==> src/rtl/ksched_pkg.sv <==
// rtl/ksched_pkg.sv - register map, field indices and byte-strobe helpers for the kernel scheduler
package ksched_pkg;

  localparam logic [7:0] ADDR_ACTION_TYPE    = 8'h10;
  localparam logic [7:0] ADDR_INTR_STATUS    = 8'h30;
  localparam logic [7:0] ADDR_INTR_ENABLE    = 8'h34;
  localparam logic [7:0] ADDR_GLOBAL_CONTROL = 8'h38;
  localparam logic [7:0] ADDR_INIT_HI        = 8'h3C;
  localparam logic [7:0] ADDR_INIT_LO        = 8'h40;
  localparam logic [7:0] ADDR_KERNEL_BUSY    = 8'h44;
  localparam logic [7:0] ADDR_COMPLETION_CNT = 8'h48;
  localparam logic [7:0] ADDR_PERF_BASE      = 8'h80;

  localparam logic [31:0] RDATA_UNMAPPED = 32'h5A5A_A5A5;

  localparam int GC_START_BIT    = 0;
  localparam int GC_IRQ_EN_BIT   = 1;
  localparam int STATUS_DROP_BIT = 31;

  typedef enum logic {
    DISP_IDLE  = 1'b0,
    DISP_GRANT = 1'b1
  } disp_state_e;

  function automatic logic [31:0] strb_to_mask(input logic [3:0] strb);
    return {{8{strb[3]}}, {8{strb[2]}}, {8{strb[1]}}, {8{strb[0]}}};
  endfunction

  function automatic logic [31:0] strb_merge(input logic [31:0] old_val,
                                             input logic [31:0] new_val,
                                             input logic [3:0]  strb);
    logic [31:0] m;
    m = strb_to_mask(strb);
    return (old_val & ~m) | (new_val & m);
  endfunction

endpackage

==> src/rtl/axi_lite_kernel_scheduler_if.sv <==
// rtl/axi_lite_kernel_scheduler_if.sv - AXI4-Lite control bus bundle with master/slave views
interface axi_lite_kernel_scheduler_if #(
  parameter int ADDR_WIDTH = 32
);
  logic                  awvalid;
  logic                  awready;
  logic [ADDR_WIDTH-1:0] awaddr;
  logic [2:0]            awprot;
  logic                  wvalid;
  logic                  wready;
  logic [31:0]           wdata;
  logic [3:0]            wstrb;
  logic                  bvalid;
  logic                  bready;
  logic [1:0]            bresp;
  logic                  arvalid;
  logic                  arready;
  logic [ADDR_WIDTH-1:0] araddr;
  logic [2:0]            arprot;
  logic                  rvalid;
  logic                  rready;
  logic [31:0]           rdata;
  logic [1:0]            rresp;

  modport master (
    output awvalid, awaddr, awprot, wvalid, wdata, wstrb, bready,
           arvalid, araddr, arprot, rready,
    input  awready, wready, bvalid, bresp, arready, rvalid, rdata, rresp
  );

  modport slave (
    input  awvalid, awaddr, awprot, wvalid, wdata, wstrb, bready,
           arvalid, araddr, arprot, rready,
    output awready, wready, bvalid, bresp, arready, rvalid, rdata, rresp
  );
endinterface

==> src/rtl/axi_lite_kernel_scheduler_rr_arbiter.sv <==
// rtl/axi_lite_kernel_scheduler_rr_arbiter.sv - round-robin one-hot arbiter with rotating last-grant pointer
module rr_arbiter #(
  parameter int N = 8
) (
  input  logic         clk,
  input  logic         rst,
  input  logic [N-1:0] req,
  input  logic         advance,
  output logic [N-1:0] grant
);
  localparam int PW = (N > 1) ? $clog2(N) : 1;

  logic [PW-1:0] last_q;
  logic [PW-1:0] idx_hi;
  logic [PW-1:0] idx_lo;
  logic [N-1:0]  grant_hi;
  logic [N-1:0]  grant_lo;
  logic          any_hi;

  // Lowest requester above the last grant wins; otherwise wrap to the lowest requester overall
  always_comb begin
    grant_hi = '0;
    grant_lo = '0;
    idx_hi   = '0;
    idx_lo   = '0;
    any_hi   = 1'b0;
    for (int k = N - 1; k >= 0; k--) begin
      if (req[k]) begin
        grant_lo    = '0;
        grant_lo[k] = 1'b1;
        idx_lo      = PW'(k);
      end
      if (req[k] && (k > int'(last_q))) begin
        grant_hi    = '0;
        grant_hi[k] = 1'b1;
        idx_hi      = PW'(k);
        any_hi      = 1'b1;
      end
    end
  end

  assign grant = any_hi ? grant_hi : grant_lo;

  // Pointer starts at N-1 so the first grant after reset goes to index 0
  always_ff @(posedge clk or posedge rst) begin
    if (rst) begin
      last_q <= PW'(N - 1);
    end else if (advance && (|req)) begin
      last_q <= any_hi ? idx_hi : idx_lo;
    end
  end
endmodule

==> src/rtl/axi_lite_kernel_scheduler.sv <==
// rtl/axi_lite_kernel_scheduler.sv - AXI4-Lite control slave and round-robin kernel dispatcher; KSCHED_PERF_CNT_EN adds per-kernel completion counters at 0x80
module axi_lite_kernel_scheduler
  import ksched_pkg::*;
#(
  parameter int KERNEL_NUM = 8,
  parameter int ADDR_WIDTH = 32
) (
  input  logic                      clk,
  input  logic                      rst,
  axi_lite_kernel_scheduler_if.slave s_axi,
  input  logic [31:0]               i_action_type,
  input  logic                      job_start,
  input  logic [KERNEL_NUM-1:0]     kernel_complete,
  output logic [KERNEL_NUM-1:0]     kernel_start,
  output logic [KERNEL_NUM-1:0]     kernel_busy,
  output logic                      manager_start,
  output logic [63:0]               init_addr,
  output logic                      new_job,
  output logic                      job_done,
  output logic                      o_interrupt
);
  localparam int K = KERNEL_NUM;

  // write channel state
  logic                  aw_held;
  logic                  w_held;
  logic                  bvalid_q;
  logic [ADDR_WIDTH-1:0] awaddr_q;
  logic [31:0]           wdata_q;
  logic [3:0]            wstrb_q;
  logic                  wr_commit;
  logic [7:0]            wr_addr;
  logic [31:0]           w1c_mask;

  // read channel state
  logic        rvalid_q;
  logic [31:0] rdata_q;
  logic [31:0] rd_mux;
  logic [7:0]  rd_addr;

  // registers
  logic [K-1:0] status_k;
  logic         status_drop;
  logic [31:0]  status_word;
  logic [31:0]  intr_enable;
  logic [31:0]  global_control;
  logic [31:0]  init_hi;
  logic [31:0]  init_lo;
  logic [31:0]  completion_cnt;
  logic [K-1:0] comp_q;
  logic [K-1:0] comp_edge;
  logic [31:0]  edge_count;
  logic [K-1:0] busy_q;
  logic         irq_q;

  // dispatcher
  disp_state_e  state_q;
  disp_state_e  state_nx;
  logic [K-1:0] arb_grant;
  logic         arb_advance;
  logic         drop_evt;
  logic         any_idle;

  logic unused_bits;
  assign unused_bits = ^{s_axi.awprot, s_axi.arprot, awaddr_q, s_axi.araddr};

  assign s_axi.awready = ~aw_held;
  assign s_axi.wready  = ~w_held;
  assign s_axi.bvalid  = bvalid_q;
  assign s_axi.bresp   = 2'b00;
  assign s_axi.arready = ~rvalid_q;
  assign s_axi.rvalid  = rvalid_q;
  assign s_axi.rdata   = rdata_q;
  assign s_axi.rresp   = 2'b00;

  assign wr_commit = aw_held & w_held & ~bvalid_q;
  assign wr_addr   = awaddr_q[7:0];
  assign w1c_mask  = (wr_commit && (wr_addr == ADDR_INTR_STATUS)) ?
                     (wdata_q & strb_to_mask(wstrb_q)) : 32'h0;
  assign rd_addr   = s_axi.araddr[7:0];

  assign comp_edge     = kernel_complete & ~comp_q;
  assign any_idle      = |(~busy_q);
  assign kernel_busy   = busy_q;
  assign manager_start = global_control[GC_START_BIT];
  assign init_addr     = {init_hi, init_lo};
  assign new_job       = any_idle & ~(|kernel_start);
  assign job_done      = ~(|busy_q);
  assign o_interrupt   = irq_q;

  // AW and W latch independently; once both are held the write commits and B is raised
  always_ff @(posedge clk or posedge rst) begin
    if (rst) begin
      aw_held  <= 1'b0;
      w_held   <= 1'b0;
      bvalid_q <= 1'b0;
      awaddr_q <= '0;
      wdata_q  <= '0;
      wstrb_q  <= '0;
    end else begin
      if (s_axi.awvalid && !aw_held) begin
        aw_held  <= 1'b1;
        awaddr_q <= s_axi.awaddr;
      end
      if (s_axi.wvalid && !w_held) begin
        w_held  <= 1'b1;
        wdata_q <= s_axi.wdata;
        wstrb_q <= s_axi.wstrb;
      end
      if (wr_commit) begin
        bvalid_q <= 1'b1;
      end
      if (bvalid_q && s_axi.bready) begin
        bvalid_q <= 1'b0;
        aw_held  <= 1'b0;
        w_held   <= 1'b0;
      end
    end
  end

  // Status view: kernel bits low, drop flag OR'd into bit 31
  always_comb begin
    status_word                  = 32'(status_k);
    status_word[STATUS_DROP_BIT] = status_word[STATUS_DROP_BIT] | status_drop;
  end

  // Number of completion edges this cycle
  always_comb begin
    edge_count = 32'h0;
    for (int k = 0; k < K; k++) begin
      edge_count = edge_count + 32'(comp_edge[k]);
    end
  end

`ifdef KSCHED_PERF_CNT_EN
  logic [31:0] perf_cnt [K];

  // Per-kernel completion counters, cleared only by reset
  always_ff @(posedge clk or posedge rst) begin
    if (rst) begin
      for (int k = 0; k < K; k++) perf_cnt[k] <= 32'h0;
    end else begin
      for (int k = 0; k < K; k++) begin
        if (comp_edge[k]) perf_cnt[k] <= perf_cnt[k] + 32'h1;
      end
    end
  end
`endif

  // Read address decode
  always_comb begin
    rd_mux = RDATA_UNMAPPED;
    case (rd_addr)
      ADDR_ACTION_TYPE:    rd_mux = i_action_type;
      ADDR_INTR_STATUS:    rd_mux = status_word;
      ADDR_INTR_ENABLE:    rd_mux = intr_enable;
      ADDR_GLOBAL_CONTROL: rd_mux = global_control;
      ADDR_INIT_HI:        rd_mux = init_hi;
      ADDR_INIT_LO:        rd_mux = init_lo;
      ADDR_KERNEL_BUSY:    rd_mux = 32'(busy_q);
      ADDR_COMPLETION_CNT: rd_mux = completion_cnt;
      default:             ;
    endcase
`ifdef KSCHED_PERF_CNT_EN
    for (int k = 0; k < K; k++) begin
      if (rd_addr == (ADDR_PERF_BASE + 8'(4 * k))) rd_mux = perf_cnt[k];
    end
`endif
  end

  // One-cycle read latency; arready stays low while a response is pending
  always_ff @(posedge clk or posedge rst) begin
    if (rst) begin
      rvalid_q <= 1'b0;
      rdata_q  <= 32'h0;
    end else if (s_axi.arvalid && !rvalid_q) begin
      rvalid_q <= 1'b1;
      rdata_q  <= rd_mux;
    end else if (rvalid_q && s_axi.rready) begin
      rvalid_q <= 1'b0;
    end
  end

  // Register file, status/busy tracking and the registered interrupt
  always_ff @(posedge clk or posedge rst) begin
    if (rst) begin
      status_k       <= '0;
      status_drop    <= 1'b0;
      intr_enable    <= 32'h0;
      global_control <= 32'h0;
      init_hi        <= 32'h0;
      init_lo        <= 32'h0;
      completion_cnt <= 32'h0;
      comp_q         <= '1;
      busy_q         <= '0;
      irq_q          <= 1'b0;
    end else begin
      comp_q         <= kernel_complete;
      status_k       <= (status_k & ~w1c_mask[K-1:0]) | comp_edge;
      status_drop    <= (status_drop & ~w1c_mask[STATUS_DROP_BIT]) | drop_evt;
      completion_cnt <= completion_cnt + edge_count;
      busy_q         <= (busy_q & ~comp_edge) | kernel_start;
      irq_q          <= (|(status_word & intr_enable)) & global_control[GC_IRQ_EN_BIT];
      if (wr_commit) begin
        case (wr_addr)
          ADDR_INTR_ENABLE:    intr_enable    <= strb_merge(intr_enable, wdata_q, wstrb_q);
          ADDR_GLOBAL_CONTROL: global_control <= strb_merge(global_control, wdata_q, wstrb_q);
          ADDR_INIT_HI:        init_hi        <= strb_merge(init_hi, wdata_q, wstrb_q);
          ADDR_INIT_LO:        init_lo        <= strb_merge(init_lo, wdata_q, wstrb_q);
          default:             ;
        endcase
      end
    end
  end

  rr_arbiter #(.N(K)) u_arb (
    .clk     (clk),
    .rst     (rst),
    .req     (~busy_q),
    .advance (arb_advance),
    .grant   (arb_grant)
  );

  // Dispatch state register
  always_ff @(posedge clk or posedge rst) begin
    if (rst) state_q <= DISP_IDLE;
    else     state_q <= state_nx;
  end

  // Dispatch decisions: accept into GRANT, pulse the arbiter choice, drop anything else
  always_comb begin
    state_nx     = state_q;
    kernel_start = '0;
    arb_advance  = 1'b0;
    drop_evt     = 1'b0;
    case (state_q)
      DISP_IDLE: begin
        if (job_start) begin
          if (manager_start && any_idle) state_nx = DISP_GRANT;
          else                           drop_evt = 1'b1;
        end
      end
      DISP_GRANT: begin
        kernel_start = arb_grant;
        arb_advance  = 1'b1;
        state_nx     = DISP_IDLE;
        if (job_start) drop_evt = 1'b1;
      end
      default: state_nx = DISP_IDLE;
    endcase
  end
endmodule

==> src/flat_wrapper.sv <==
// flat-port wrapper written by rule: the top's interface ports become plain ports
module axi_lite_kernel_scheduler_flat import ksched_pkg::*;
#(
  parameter int KERNEL_NUM = 8,
  parameter int ADDR_WIDTH = 32
)
  (clk, rst, i_action_type, job_start, kernel_complete, kernel_start, kernel_busy, manager_start, init_addr, new_job, job_done, o_interrupt, s_axi_awvalid, s_axi_awaddr, s_axi_awprot, s_axi_wvalid, s_axi_wdata, s_axi_wstrb, s_axi_bready, s_axi_arvalid, s_axi_araddr, s_axi_arprot, s_axi_rready, s_axi_awready, s_axi_wready, s_axi_bvalid, s_axi_bresp, s_axi_arready, s_axi_rvalid, s_axi_rdata, s_axi_rresp);
  axi_lite_kernel_scheduler_if #(.ADDR_WIDTH(ADDR_WIDTH)) s_axi_i ();
  input  logic clk;
  input  logic rst;
  input  logic [31:0] i_action_type;
  input  logic job_start;
  input  logic [KERNEL_NUM-1:0] kernel_complete;
  output logic [KERNEL_NUM-1:0] kernel_start;
  output logic [KERNEL_NUM-1:0] kernel_busy;
  output logic manager_start;
  output logic [63:0] init_addr;
  output logic new_job;
  output logic job_done;
  output logic o_interrupt;
  input wire logic [$bits(s_axi_i.awvalid)-1:0] s_axi_awvalid;
  input wire logic [$bits(s_axi_i.awaddr)-1:0] s_axi_awaddr;
  input wire logic [$bits(s_axi_i.awprot)-1:0] s_axi_awprot;
  input wire logic [$bits(s_axi_i.wvalid)-1:0] s_axi_wvalid;
  input wire logic [$bits(s_axi_i.wdata)-1:0] s_axi_wdata;
  input wire logic [$bits(s_axi_i.wstrb)-1:0] s_axi_wstrb;
  input wire logic [$bits(s_axi_i.bready)-1:0] s_axi_bready;
  input wire logic [$bits(s_axi_i.arvalid)-1:0] s_axi_arvalid;
  input wire logic [$bits(s_axi_i.araddr)-1:0] s_axi_araddr;
  input wire logic [$bits(s_axi_i.arprot)-1:0] s_axi_arprot;
  input wire logic [$bits(s_axi_i.rready)-1:0] s_axi_rready;
  output wire logic [$bits(s_axi_i.awready)-1:0] s_axi_awready;
  output wire logic [$bits(s_axi_i.wready)-1:0] s_axi_wready;
  output wire logic [$bits(s_axi_i.bvalid)-1:0] s_axi_bvalid;
  output wire logic [$bits(s_axi_i.bresp)-1:0] s_axi_bresp;
  output wire logic [$bits(s_axi_i.arready)-1:0] s_axi_arready;
  output wire logic [$bits(s_axi_i.rvalid)-1:0] s_axi_rvalid;
  output wire logic [$bits(s_axi_i.rdata)-1:0] s_axi_rdata;
  output wire logic [$bits(s_axi_i.rresp)-1:0] s_axi_rresp;
  assign s_axi_i.awvalid = s_axi_awvalid;
  assign s_axi_i.awaddr = s_axi_awaddr;
  assign s_axi_i.awprot = s_axi_awprot;
  assign s_axi_i.wvalid = s_axi_wvalid;
  assign s_axi_i.wdata = s_axi_wdata;
  assign s_axi_i.wstrb = s_axi_wstrb;
  assign s_axi_i.bready = s_axi_bready;
  assign s_axi_i.arvalid = s_axi_arvalid;
  assign s_axi_i.araddr = s_axi_araddr;
  assign s_axi_i.arprot = s_axi_arprot;
  assign s_axi_i.rready = s_axi_rready;
  assign s_axi_awready = s_axi_i.awready;
  assign s_axi_wready = s_axi_i.wready;
  assign s_axi_bvalid = s_axi_i.bvalid;
  assign s_axi_bresp = s_axi_i.bresp;
  assign s_axi_arready = s_axi_i.arready;
  assign s_axi_rvalid = s_axi_i.rvalid;
  assign s_axi_rdata = s_axi_i.rdata;
  assign s_axi_rresp = s_axi_i.rresp;
  axi_lite_kernel_scheduler #(.KERNEL_NUM(KERNEL_NUM), .ADDR_WIDTH(ADDR_WIDTH)) u_core (.clk(clk), .rst(rst), .s_axi(s_axi_i), .i_action_type(i_action_type), .job_start(job_start), .kernel_complete(kernel_complete), .kernel_start(kernel_start), .kernel_busy(kernel_busy), .manager_start(manager_start), .init_addr(init_addr), .new_job(new_job), .job_done(job_done), .o_interrupt(o_interrupt));
endmodule
==> config.mk <==
export PLATFORM = sky130hd
export DESIGN_NAME = axi_lite_kernel_scheduler_flat
export DESIGN_NICKNAME = d
export VERILOG_FILES = /design/src/rtl/ksched_pkg.sv /design/src/rtl/axi_lite_kernel_scheduler_if.sv /design/src/rtl/axi_lite_kernel_scheduler_rr_arbiter.sv /design/src/rtl/axi_lite_kernel_scheduler.sv /design/src/flat_wrapper.sv
export SDC_FILE = /design/constraint.sdc
export NUM_CORES = 1
export LEC_CHECK = 0
export ABC_AREA = 1
export BUFFER_PORTS_ARGS = -buffer_cell sky130_fd_sc_hd__buf_2
export CORE_ASPECT_RATIO = 1.5
export CORE_MARGIN = 4
export CORE_UTILIZATION = 59
export DETAILED_ROUTE_END_ITERATION = 16
export PLACE_DENSITY = 0.9
export SYNTH_ARGS = -nofsm -noshare
export SYNTH_HDL_FRONTEND = slang
export SYNTH_HIERARCHICAL = 1
export SYNTH_SLANG_ARGS = --single-unit
==> constraint.sdc <==
create_clock -name clk -period 16.64 [get_ports clk]
set_clock_uncertainty 0.1 [all_clocks]
set_input_delay 2.496 -clock clk [delete_from_list [all_inputs] [get_ports clk]]
set_output_delay 2.496 -clock clk [all_outputs]
set_load 0.1 [all_outputs]
==> run metrics <==
status=completed; most common cell after layout, fill and taps aside=nand2_1; achievable clock frequency=169 MHz; CP Launch Type=input pin; Hold Crit Start=u_core/s_axi.rdata[6]; GRT overflow=0; fin crit period=5.93 ns; setup TNS after final layout=0 ns; postcts setup bufs=0; post-synthesis xor/xnor area fraction=1.46%; most frequent cells in the layout=476 x nand2_1, 259 x dfrtp_1, 224 x nor2_1; Lkg Pwr=8.39 nW; final std cells w/o fill=2,180; Yosys reg bits=270; Multi-input gate area=0.00561 mm²; Die Y=191 µm; Port Buffers=220; initial detailed-routing violation count=1,438; row count=66; Post-Place Cells=2,135; maximum vdd drop=0.000165 V; Synth Area in Compound Gates=9.16%; initial antenna violation count=0; fraction of layout cells with a size suffix above 1=17.0%; reg2reg setup slack=12.32 ns; Critical path origin=kernel_complete[0]; CTS clk-pin slew, worst paths=0.07 ns; FF-to-FF End=u_core/completion_cnt[30]; hold crit path type=register to register; Hold Fails Final Rpt=0; TritonCTS clock tree=built; cts hold-fix bufs=0; via count=12,700; final setup violation count=0; number of synthesized flops with an enable pin=0; mux cell area share after synthesis=0.511%; vias in the first global route=12,600; Reg2Reg Depth=16; fill count=1,681; PwrDens=149 mW/mm²; main combinational cell family by area after synthesis=simple AND/OR/NAND/NOR gates; post-CTS sizing=0; Synth Warn #=6; Num Clock Sinks=270; DRC Markers=0; Critical Path Sink Type=register; ys flop type=dfrtp_1; final antenna-violating net count=0; final WL=41.6 mm; synthesis-to-finish area growth=15.9%; Mean Syn Cell Area=7.78 µm²; measured slew at the worst slew-check pin=1.07 ns; DP HPWL=29.3 mm; final instance area=0.0153 mm²; CTS Root Buffer Type=clkbuf_16; CTS Buf Count=25; H-tree Lvls=1; fin nets=2,055; clk_lat worst skew=0.53 ns; Critical Path AT=6.24 ns; full die area=0.0249 mm²; period utilization=35.6%; library cells used by synthesis=42; Mapped Cells=1,699; CP max FO=5; drt wl/cell=19.1 µm; Core Box Area=0.0219 mm²; pin count of the biggest net entering global routing=126; Initial DRT Pass Iterations=7; CP Class=input pin to register; Initial Util=60.4%; Slew Limit Fails=0; GPL Wtd Cong=0.965; Worst EP required=16.95 ns; placed inst area=0.0145 mm²; ys async rst share=100%; FF/Latch Area=0.00677 mm²; via density per instance=5.82; synthesized cell area=0.0132 mm²; Inserted Diodes=0; Global Route Usage Sum=33.5%; first-pass GRT wire length=65.6 mm; I/O pin total=279; Max Cap Violations=0; post-synthesis adder-cell area fraction=1.33%; Die X=130 µm; Worst Setup EP=u_core/completion_cnt[30]; Slew HR=28.9%; Clock Tree Buf Depth=3; sequential area share after synthesis=51.2%; worst r2r src=u_core/comp_q[0]; post-synthesis simple-gate area fraction=29.7%; setup repair after global routing missed its margin=no
cells in the mapped netlist, drive strengths merged (5+ instances only):
master | instances | area [µm²]
nand2 | 483 | 1830
dfrtp | 259 | 6480
nor2 | 237 | 920
nand3 | 173 | 893
o21ai | 163 | 816
inv | 153 | 574
a21oi | 61 | 305
clkbuf | 38 | 143
buf | 28 | 148
xor2 | 18 | 158
nor3 | 16 | 101
nand4 | 15 | 106
dfstp | 11 | 289
ha | 6 | 75.1
mux2 | 6 | 67.6
fa | 5 | 100
critical path, cell delays in order:
cell	delay, ns
buf_2	0.10
inv_1	0.06
nor2_1	0.07
fa_1	0.55
inv_1	0.08
fa_1	0.55
inv_1	0.06
fa_1	0.52
fa_1	0.49
fa_1	0.43
nand3_1	0.11
nand2_1	0.15
nand2_1	0.16
nor2_1	0.09
nand3_1	0.15
nor2_1	0.06
nand2_1	0.06
nand2_1	0.05
routing by layer:
layer / vias up / track usage (%) / part of all wire [%]
li1: 5797 / - / -
met1: 5937 / 41.6 / 35
met2: 781 / 56.3 / 50
met3: 176 / 5.42 / 9.1
met4: 0 / 16.7 / 5.8
met5: - / 0 / 0
report_power, final:
part	switching [W]	internal (W)	leakage, nW
sequential	0.000117	0.000801	3.42
combinational	0.000613	0.000154	4.55
clock	0.000252	0.000345	0.417
how the worst min path moves through the flow:
stage / end / slack, ns / cells after the start
2_1_floorplan: register / 0.35 / 2
3_3_place_gp: u_core/s_axi.rdata[26] / 0.36 / 2
3_5_place_dp: u_core/s_axi.rdata[16] / 0.36 / 2
4_1_cts: u_core/s_axi.rdata[11] / 0.38 / 2
5_1_grt: u_core/s_axi.rdata[6] / 0.39 / 2
6_report: u_core/s_axi.rdata[6] / 0.38 / 2
final cells by class:
class	instances	share of cell area, %
Clock buffer	32	4.58
Multi-Input combinational cell	1211	36.6
Tap cell	272	2.22
Sequential cell	270	44.2
Clock inverter	13	0.964
Inverter	155	3.85
Timing Repair Buffer	227	7.53
logic make-up (layout without fill, tap and decap cells):
family	after synthesis	count (layout)
xor+xnor	22	22
compound gates	234	234
flops	270	270
simple gates	934	934
buf+inv	221	427
fa+ha+maj	11	11
mux	6	6
other cells	1	4
metrics by stage:
stage | setup WS [ns] | hold slack [ns] | util [%] | power, W
after floorplan | 6.70 | 0.353 | - | 0.00149
after global placement | 10.30 | 0.357 | 66.1 | 0.00165
after detailed placement | 10.24 | 0.360 | 66.1 | 0.00167
after CTS | 10.74 | 0.377 | 70.0 | 0.00227
after global routing | 10.54 | 0.392 | 70.0 | 0.00238
final | 10.71 | 0.376 | 70.0 | 0.00228
Power figures use the tool's default switching activity.
